**config.mk**
```make
export PLATFORM = sky130hd
export DESIGN_NAME = seg7_multi_display
export DESIGN_NICKNAME = d
export VERILOG_FILES = /design/src/rtl/seg7_pkg.sv /design/src/rtl/seg7_digit_enc.sv /design/src/rtl/seg7_multi_display.sv
export SDC_FILE = /design/constraint.sdc
export NUM_CORES = 1
export LEC_CHECK = 0
export CORE_ASPECT_RATIO = 0.6
export CORE_UTILIZATION = 55
export DETAILED_ROUTE_END_ITERATION = 6
export PLACE_DENSITY_LB_ADDON = 0.08
export REMOVE_ABC_BUFFERS = 1
export SLEW_MARGIN = 30
export SYNTH_ARGS = -nofsm -noshare
export SYNTH_HDL_FRONTEND = slang
export SYNTH_SLANG_ARGS = --single-unit
```
**constraint.sdc**
```tcl
create_clock -name clk -period 3.3 [get_ports clk]
set_input_delay 0.99 -clock clk [delete_from_list [all_inputs] [get_ports clk]]
set_output_delay 0.99 -clock clk [all_outputs]
set_load 0.05 [all_outputs]
```
**src/rtl/seg7_pkg.sv**
```systemverilog
// Shared definitions for the multi-digit 7-segment driver: segment codes,
// FSM state type and the BCD width helper.
package seg7_pkg;

  localparam logic [6:0] SEG_0     = 7'h40;
  localparam logic [6:0] SEG_1     = 7'h79;
  localparam logic [6:0] SEG_2     = 7'h24;
  localparam logic [6:0] SEG_3     = 7'h30;
  localparam logic [6:0] SEG_4     = 7'h19;
  localparam logic [6:0] SEG_5     = 7'h12;
  localparam logic [6:0] SEG_6     = 7'h02;
  localparam logic [6:0] SEG_7     = 7'h78;
  localparam logic [6:0] SEG_8     = 7'h00;
  localparam logic [6:0] SEG_9     = 7'h10;
  localparam logic [6:0] SEG_A     = 7'h08;
  localparam logic [6:0] SEG_B     = 7'h03;
  localparam logic [6:0] SEG_C     = 7'h46;
  localparam logic [6:0] SEG_D     = 7'h21;
  localparam logic [6:0] SEG_E     = 7'h06;
  localparam logic [6:0] SEG_F     = 7'h0E;
  localparam logic [6:0] SEG_DASH  = 7'h3F;
  localparam logic [6:0] SEG_BLANK = 7'h7F;

  typedef enum logic [1:0] {
    IDLE  = 2'd0,
    SHIFT = 2'd1,
    LOAD  = 2'd2
  } seg7_state_t;

  // ceil(data_w * log10(2)) + 1, in integer arithmetic
  function automatic int unsigned bcd_digits(input int unsigned data_w);
    return (data_w * 30103 + 99999) / 100000 + 1;
  endfunction

endpackage

```
**src/rtl/seg7_digit_enc.sv**
```systemverilog
// Combinational nibble-to-segment encoder, active-low, bit order g..a.
// Dash takes priority over blank, blank over the nibble value.
module seg7_digit_enc
  import seg7_pkg::*;
(
  input  logic [3:0] nibble,
  input  logic       blank,
  input  logic       dash,
  output logic [6:0] seg
);

  always_comb begin
    seg = SEG_BLANK;
    if (dash) begin
      seg = SEG_DASH;
    end else if (!blank) begin
      unique case (nibble)
        4'h0: seg = SEG_0;
        4'h1: seg = SEG_1;
        4'h2: seg = SEG_2;
        4'h3: seg = SEG_3;
        4'h4: seg = SEG_4;
        4'h5: seg = SEG_5;
        4'h6: seg = SEG_6;
        4'h7: seg = SEG_7;
        4'h8: seg = SEG_8;
        4'h9: seg = SEG_9;
        4'hA: seg = SEG_A;
        4'hB: seg = SEG_B;
        4'hC: seg = SEG_C;
        4'hD: seg = SEG_D;
        4'hE: seg = SEG_E;
        4'hF: seg = SEG_F;
        default: seg = SEG_BLANK;
      endcase
    end
  end

endmodule

```
**src/rtl/seg7_multi_display.sv**
```systemverilog
// Multi-digit 7-segment driver: decimal (sequential double-dabble) or hex
// display with leading-zero blanking and overflow dashes.
// Optional blink overlay enabled by defining SEG7_BLINK_EN.
module seg7_multi_display
  import seg7_pkg::*;
#(
  parameter int unsigned NUM_DIGITS = 6,
  parameter int unsigned DATA_W     = 20
`ifdef SEG7_BLINK_EN
  , parameter int unsigned BLINK_DIV = 25_000_000
`endif
) (
  input  logic                    clk,
  input  logic                    rst_n,
  input  logic                    start,
  input  logic [DATA_W-1:0]       data_in,
  input  logic                    mode,
  input  logic                    blank_lz,
`ifdef SEG7_BLINK_EN
  input  logic                    blink,
`endif
  output logic                    busy,
  output logic                    done,
  output logic                    ovf,
  output logic [7*NUM_DIGITS-1:0] hex_seg
);

  localparam int unsigned BCD_W  = bcd_digits(DATA_W);
  localparam int unsigned CNT_W  = (DATA_W > 1) ? $clog2(DATA_W) : 1;
  localparam int unsigned W_A    = (4 * NUM_DIGITS > DATA_W) ? 4 * NUM_DIGITS : DATA_W;
  localparam int unsigned PAD_W  = (W_A > 4 * BCD_W) ? W_A : 4 * BCD_W;

  seg7_state_t              state;
  logic [DATA_W-1:0]        bin_reg;
  logic [4*BCD_W-1:0]       bcd_reg;
  logic [4*BCD_W-1:0]       bcd_adj;
  logic [4*BCD_W-1:0]       bcd_next;
  logic [CNT_W-1:0]         cnt;
  logic                     mode_r;
  logic                     blank_r;
  logic [7*NUM_DIGITS-1:0]  seg_reg;
  logic [7*NUM_DIGITS-1:0]  enc_seg;
  logic                     ovf_r;
  logic                     done_r;
  logic [PAD_W-1:0]         src;
  logic                     ovf_calc;
  logic [NUM_DIGITS-1:0]    dig_blank;

  // Double-dabble step: add 3 to digits >= 5, then shift in the next binary MSB
  always_comb begin
    bcd_adj = bcd_reg;
    for (int unsigned k = 0; k < BCD_W; k++) begin
      if (bcd_reg[4*k +: 4] >= 4'd5)
        bcd_adj[4*k +: 4] = bcd_reg[4*k +: 4] + 4'd3;
    end
    bcd_next = (bcd_adj << 1) | {{(4*BCD_W-1){1'b0}}, bin_reg[DATA_W-1]};
  end

  // Both modes reduce to a nibble vector: digits below NUM_DIGITS are shown,
  // anything nonzero above them is overflow.
  always_comb begin
    src = '0;
    if (mode_r)
      src[DATA_W-1:0] = bin_reg;
    else
      src[4*BCD_W-1:0] = bcd_reg;
    ovf_calc = |(src >> (4 * NUM_DIGITS));
    dig_blank = '0;
    for (int unsigned i = 1; i < NUM_DIGITS; i++)
      dig_blank[i] = blank_r && !ovf_calc && !(|(src >> (4 * i)));
  end

  for (genvar g = 0; g < NUM_DIGITS; g++) begin : g_enc
    seg7_digit_enc u_enc (
      .nibble (src[4*g +: 4]),
      .blank  (dig_blank[g]),
      .dash   (ovf_calc),
      .seg    (enc_seg[7*g +: 7])
    );
  end

  always_ff @(posedge clk or negedge rst_n) begin
    if (!rst_n) begin
      state   <= IDLE;
      bin_reg <= '0;
      bcd_reg <= '0;
      cnt     <= '0;
      mode_r  <= 1'b0;
      blank_r <= 1'b0;
      seg_reg <= '1;
      ovf_r   <= 1'b0;
      done_r  <= 1'b0;
    end else begin
      done_r <= 1'b0;
      case (state)
        IDLE: begin
          if (start) begin
            bin_reg <= data_in;
            mode_r  <= mode;
            blank_r <= blank_lz;
            bcd_reg <= '0;
            cnt     <= CNT_W'(DATA_W - 1);
            state   <= mode ? LOAD : SHIFT;
          end
        end
        SHIFT: begin
          bcd_reg <= bcd_next;
          bin_reg <= bin_reg << 1;
          if (cnt == '0)
            state <= LOAD;
          else
            cnt <= cnt - 1'b1;
        end
        LOAD: begin
          seg_reg <= enc_seg;
          ovf_r   <= ovf_calc;
          done_r  <= 1'b1;
          state   <= IDLE;
        end
        default: state <= IDLE;
      endcase
    end
  end

  assign busy = (state != IDLE);
  assign done = done_r;
  assign ovf  = ovf_r;

`ifdef SEG7_BLINK_EN
  logic [31:0] blink_cnt;
  logic        phase;

  always_ff @(posedge clk or negedge rst_n) begin
    if (!rst_n) begin
      blink_cnt <= '0;
      phase     <= 1'b0;
    end else if (blink_cnt == 32'(BLINK_DIV - 1)) begin
      blink_cnt <= '0;
      phase     <= ~phase;
    end else begin
      blink_cnt <= blink_cnt + 32'd1;
    end
  end

  assign hex_seg = seg_reg | {(7*NUM_DIGITS){blink & phase}};
`else
  assign hex_seg = seg_reg;
`endif

endmodule

```
==> results.yml, run 1 <==
logic_synthesis:
  synthCells: 749
  netlist_area_mm2: 0.00684
  synth-compound-area-share_pct: 20.9
  synth_mux_area_share_pct: 6.62
  synth-xor-area-share_pct: 1.92
  yosysTopAreaCell: "dfrtp_1"
  synthTopCellsByArea: "dfrtp_1 23%, dfstp_2 16%, ha_1 9.7%"
  synth_edf_count: 0
  synthTopCellsByCount: "108 x nor2_1, 63 x dfrtp_1, 60 x nand2_1"
  ys_seq_area_share_pct: 39.2
  synth_fa_ha_area_share_pct: 9.69
  async_reset_ff_share_pct: 100
  synth_top_family_by_area: "compound AO/OA/AOI/OAI gates"
  synth_simple_gate_area_share_pct: 15.9
  synth-seq-cells: 105
  yosys_warnings: 0
  synth_cell_types: 72
  synth.most_common_cell: "nor2_1"
  synth_top_cell_area_share_pct: 23.0
  syn_area_per_cell_um2: 9.13
  synthFlopType: "dfrtp_1"
placement:
  dpl.hpwl_mm: 11.9
  dp.cells: 957
  port_buffers: 69
  place_congestion: 0.950
sta:
  finalCriticalPeriod_ps: 2800
  rsz0062_at_grt: "no"
  finalCritPeriodShare_pct: 84.9
  clock.fmax_mhz: 357
  clock_skew_ps: 8.41
  setup_viol: 0
  hold_violations: 0
  slew_headroom_pct: 51.8
  slew_viol_final: 0
  holdWs_ps: 464
  tightest_slew_ps: 702
detailed_routing:
  highest-signal-layer: "met4"
  drt-met1-wl_mm: 8.02
  wl_per_cell_um: 17.6
  drt-total-wl_mm: 17.1
  post-route-drc-count: 0
  antenna_left: 0
  vias_per_cell: 6.00
  vias: 5838
  met2_length_mm: 7.47
  met3WireLength_mm: 1.31
  dr.first_iter.drc_count: 515
  first_pass_iters: 5
clock_tree:
  clk_latency_ps: 340
  cts_resized: 0
  cts_sinks: 105
  clk_path_buf_depth: 2
  clkTransAtPathRegs_ps: 70
  cts.htree.levels: 3
  cts-root-buf: "clkbuf_16"
  postCtsSetupBuffers: 0
  cts_tree: "built"
  cts_hold_buf: 0
  cts_buffers: 9
finish:
  drive_above_1_share_pct: 13.6
  fillCellCount: 1008
  antenna_cells: 0
  largest_reg_flops: 42
  syn_to_final_growth_pct: 16.1
  fin_nets: 881
  fin_cells: 973
power_and_ir_drop:
  power.density_mw_per_mm2: 1190
  p_comb_share_pct: 60.4
  p_seq_share_pct: 27.8
  intPower_uw: 4760
  power_uw: 9480
  sw_frac_of_total_pct: 49.8
  ir_worst_vdd_mv: 0.740
  switching_power_uw: 4720
  clockPowerShare_pct: 11.8
  p_leak_uw: 0.00335
die:
  core_area_mm2: 0.0121
  die_area_mm2: 0.0129
  start_util_pct: 56.5
  fp.dieW_um: 146
  rows: 31
  die_h_um: 88.4
  ios: 70
global_routing:
  grt_pass1_vias: 5611
  grt_start_max_net_pins: 73
  antenna_found_initial: 0
  grt_usage_pct: 27.5
  grt_overflow: 0
  grt_first_pass_wirelength_mm: 28.1
min_path:
  worstHoldPathCells: 2
  hp-class: "flip-flop to flip-flop"
setup_path:
  crit_required_ps: 3570
  reg2reg_depth: 7
  end_kind: "flip-flop"
  worstPathMaxFanout: 23
  worstPathArrival_ps: 3080
  criticalPathCategory: "flip-flop to flip-flop"
  start_kind: "flip-flop"
run:
  maxCapViolations: 0
status:
  status: "completed"
worst max-delay path, stage by stage, from the launching register on:
cell,delay [ps]
dfrtp_2,720
mux2i_1,570
ha_1,290
and3_1,210
o211ai_4,170
o21ai_0,470
a31oi_1,120
a31oi_1,190
area by class of cell:
cell class              instances  area (µm²)  area share [%]
inverters                      41         154            1.94
clock buffers                  14         274            3.45
multi-input cells             562        3770            47.4
repair buffers                 84         826            10.4
clock inverters                 2        35.0           0.441
well taps                     165         206            2.60
flip-flops and latches        105        2680            33.7
power groups by stage:
| stage | Clock (µW) | Combinational [µW] | Sequential [µW] |
|---|---|---|---|
| finish | 1120 | 5730 | 2630 |
| global route | 1190 | 6260 | 2730 |
| CTS | 1140 | 5700 | 2620 |
| detailed placement | 0 | 5660 | 2640 |
| global placement | 0 | 5500 | 2610 |
| floorplan | 0 | 3160 | 3460 |
path summary, 6_finish.rpt:
check                             from  slack [ps]     endpoint
min                        hex_seg[23]         460  hex_seg[23]
min reg2reg                hex_seg[23]         460  hex_seg[23]
min in group asynchronous        rst_n         570   bcd_reg[3]
max                             mode_r         500  hex_seg[26]
max reg2reg                     mode_r         500  hex_seg[26]
max in group asynchronous        rst_n        2050  hex_seg[37]
logic make-up after synthesis:
logic type | count (synthesis)
flip-flops | 105
adder cells (fa/ha/maj) | 53
multiplexers | 34
AND/OR/NAND/NOR | 239
buffers and inverters | 82
XOR/XNOR | 15
AO/OA/AOI/OAI | 221
through the flow:
step                TNS [ps]  setup WS [ps]  util (%)  instance area [µm²]
floorplan               -437          -62.7         -                 6600
global placement           0            717      63.1                 7640
detailed placement         0            570      63.1                 7640
CTS                        0            530      65.7                 7950
global route               0            281      65.7                 7950
finish                     0            498      65.7                 7950
routing by layer:
metal | global-route usage [%] | up-vias
li1 | - | 2784
met1 | 38.0 | 2813
met2 | 43.8 | 216
met3 | 6.24 | 25
met4 | 7.86 | 0
met5 | 0 | -
placed cells by master, fill, tap and decap left out, types with 4 or more instances in the layout:
| cell type | instances |
|---|---|
| o21ai_0 | 54 |
| xnor2_1 | 8 |
| a32o_1 | 8 |
| mux2i_1 | 15 |
| dfrtp_1 | 62 |
| o32ai_1 | 7 |
| a221oi_1 | 8 |
| mux2i_2 | 4 |
| clkbuf_16 | 9 |
| o31ai_1 | 11 |
| nor3_1 | 10 |
| inv_1 | 40 |
| dfstp_2 | 42 |
| o22a_1 | 4 |
| nor2_1 | 108 |
| a21oi_1 | 46 |
| xor2_1 | 7 |
| nand3_1 | 25 |
| o22ai_1 | 18 |
| a211oi_1 | 5 |
| nand2_1 | 60 |
| ha_1 | 53 |
| mux2_2 | 7 |
| a22oi_1 | 8 |
| nand2b_1 | 10 |
| a31oi_1 | 20 |
| clkdlybuf4s50_1 | 68 |
| o21ai_1 | 10 |
| buf_4 | 14 |
Note: power is estimated with default switching activity, not from simulation.
==> inputs of run 2 (changes only) <==
--- a/config.mk
+++ b/config.mk
@@ -6,7 +6,7 @@
 export NUM_CORES = 1
 export LEC_CHECK = 0
 export CORE_ASPECT_RATIO = 0.6
-export CORE_UTILIZATION = 55
+export CORE_UTILIZATION = 52
 export DETAILED_ROUTE_END_ITERATION = 6
 export PLACE_DENSITY_LB_ADDON = 0.08
 export REMOVE_ABC_BUFFERS = 1
==> constraint.sdc (replaced) <==
create_clock -name clk -period 2.2 [get_ports clk]
set_input_delay 0.66 -clock clk [delete_from_list [all_inputs] [get_ports clk]]
set_output_delay 0.66 -clock clk [all_outputs]
set_load 0.05 [all_outputs]
==> results.yml, run 2 (synthesized netlist as in run 1, its figures left out) <==
status:
  status: "completed"
power_and_ir_drop:
  power.density_mw_per_mm2: 1830
  ir_worst_vdd_mv: 1.22
  p_comb_share_pct: 64.9
  sw_frac_of_total_pct: 50.0
  p_leak_uw: 0.00363
  switching_power_uw: 7750
  clockPowerShare_pct: 10.2
  power_uw: 15500
  p_seq_share_pct: 24.9
  intPower_uw: 7760
detailed_routing:
  drt-total-wl_mm: 18.9
  wl_per_cell_um: 18.4
  first_pass_iters: 5
  vias: 5989
  vias_per_cell: 5.83
  antenna_left: 0
  dr.first_iter.drc_count: 382
  post-route-drc-count: 0
sta:
  clock.fmax_mhz: 460
  slew_headroom_pct: 52.6
  tightest_slew_ps: 711
  holdWs_ps: 271
  setup_viol: 0
  rsz0062_at_grt: "yes"
  fin_ws_ps: 25.3
  slew_viol_final: 0
  fin_tns_setup_ps: 0
  finalCriticalPeriod_ps: 2170
  hold_violations: 0
  finalCritPeriodShare_pct: 98.8
  clock_skew_ps: 12.2
finish:
  fin_nets: 930
  register_area_mm2: 0.00268
  multi_input_area_mm2: 0.00396
  syn_to_final_growth_pct: 23.6
  drive_above_1_share_pct: 27.4
  fillCellCount: 1084
  final_cell_mix: "107 x nor2_1, 99 x buf_4, 62 x dfrtp_1, 58 x nand2_1, 53 x o21ai_0"
  final_common_cell: "nor2_1"
  largest_reg_flops: 42
  antenna_cells: 0
  final_area_mm2: 0.00846
setup_path:
  worstPathArrival_ps: 2460
  reg2reg_slack_ps: 30
  start_kind: "flip-flop"
  criticalPathCategory: "flip-flop to flip-flop"
  crit_required_ps: 2490
  end_kind: "flip-flop"
  worstPathMaxFanout: 6
die:
  rows: 32
  core_area_mm2: 0.0129
  die_h_um: 90.9
  start_util_pct: 53.2
  die_area_mm2: 0.0136
  fp.dieW_um: 150
  ios: 70
global_routing:
  antenna_found_initial: 0
  grt_first_pass_wirelength_mm: 29.3
  grt_usage_pct: 27.9
  grt_start_max_net_pins: 71
  grt_pass1_vias: 5599
  grt_overflow: 0
clock_tree:
  clk_latency_ps: 360
  cts_hold_buf: 0
  cts_tree: "built"
  clk_path_buf_depth: 2
  cts_sinks: 105
  cts_buffers: 9
  cts.htree.levels: 3
  cts-root-buf: "clkbuf_16"
  clkTransAtPathRegs_ps: 80
placement:
  port_buffers: 69
  post_dp_cell_area_mm2: 0.00784
  place_congestion: 0.908
  post-place-ws_ps: -113
  dpl.hpwl_mm: 12.9
min_path:
  hp-class: "input port to async pin"
run:
  maxCapViolations: 0
[run 2: timing repair]
action                     in CTS  in global routing
setup buffers                   1                 15
setup endpoints to repair      15                 26
gates resized for setup         2                 48
pin swaps                       2                  6
[run 2: worst paths after layout]
kind                              from          end  depth (start not counted)
max in group asynchronous        rst_n  hex_seg[19]                          2
setup / recovery                mode_r  hex_seg[17]                          8
hold reg to reg            hex_seg[23]  hex_seg[23]                          2
hold / removal                   rst_n   bin_reg[7]                          1
setup reg to reg                mode_r  hex_seg[17]                          8
min in group clk           hex_seg[23]  hex_seg[23]                          2
[run 2: power groups by stage]
stage	Sequential (µW)	Clock (µW)	Combinational [µW]
6_report	3860	1580	10100
5_1_grt	3990	1680	10900
4_1_cts	3830	1610	9190
3_5_place_dp	3850	0	9110
3_3_place_gp	3820	0	8900
2_1_floorplan	5180	0	4740
[run 2: cell type report]
class	count	area share (%)
sequential	105	31.7
multi-input combinational	562	46.9
inverter	41	1.86
tap	170	2.52
clock buffer	11	2.87
timing repair buffer	133	13.7
clock inverter	5	0.459
[run 2: critical path: stages (launching register included)]
cell     delay, ps
dfrtp_2        460
buf_12         160
buf_8          130
mux2i_4        200
buf_4          170
ha_1           210
mux4_1         530
nor3_2         150
nor2_1          80
[run 2: through the flow]
step,utilization [%],std cells
after CTS,63.3,1012
after detailed placement,61.0,995
after global routing,65.8,1027
after global placement,61.0,995
after floorplan,-,708
final,65.8,1027
[run 2: layer usage]
metal | vias to the layer above | global-route usage, % | wire [µm]
met5 | - | 0 | 0
met4 | 0 | 7.15 | 256
met3 | 17 | 4.80 | 957
met2 | 170 | 41.7 | 8250
met1 | 2915 | 41.5 | 9420
li1 | 2887 | - | -
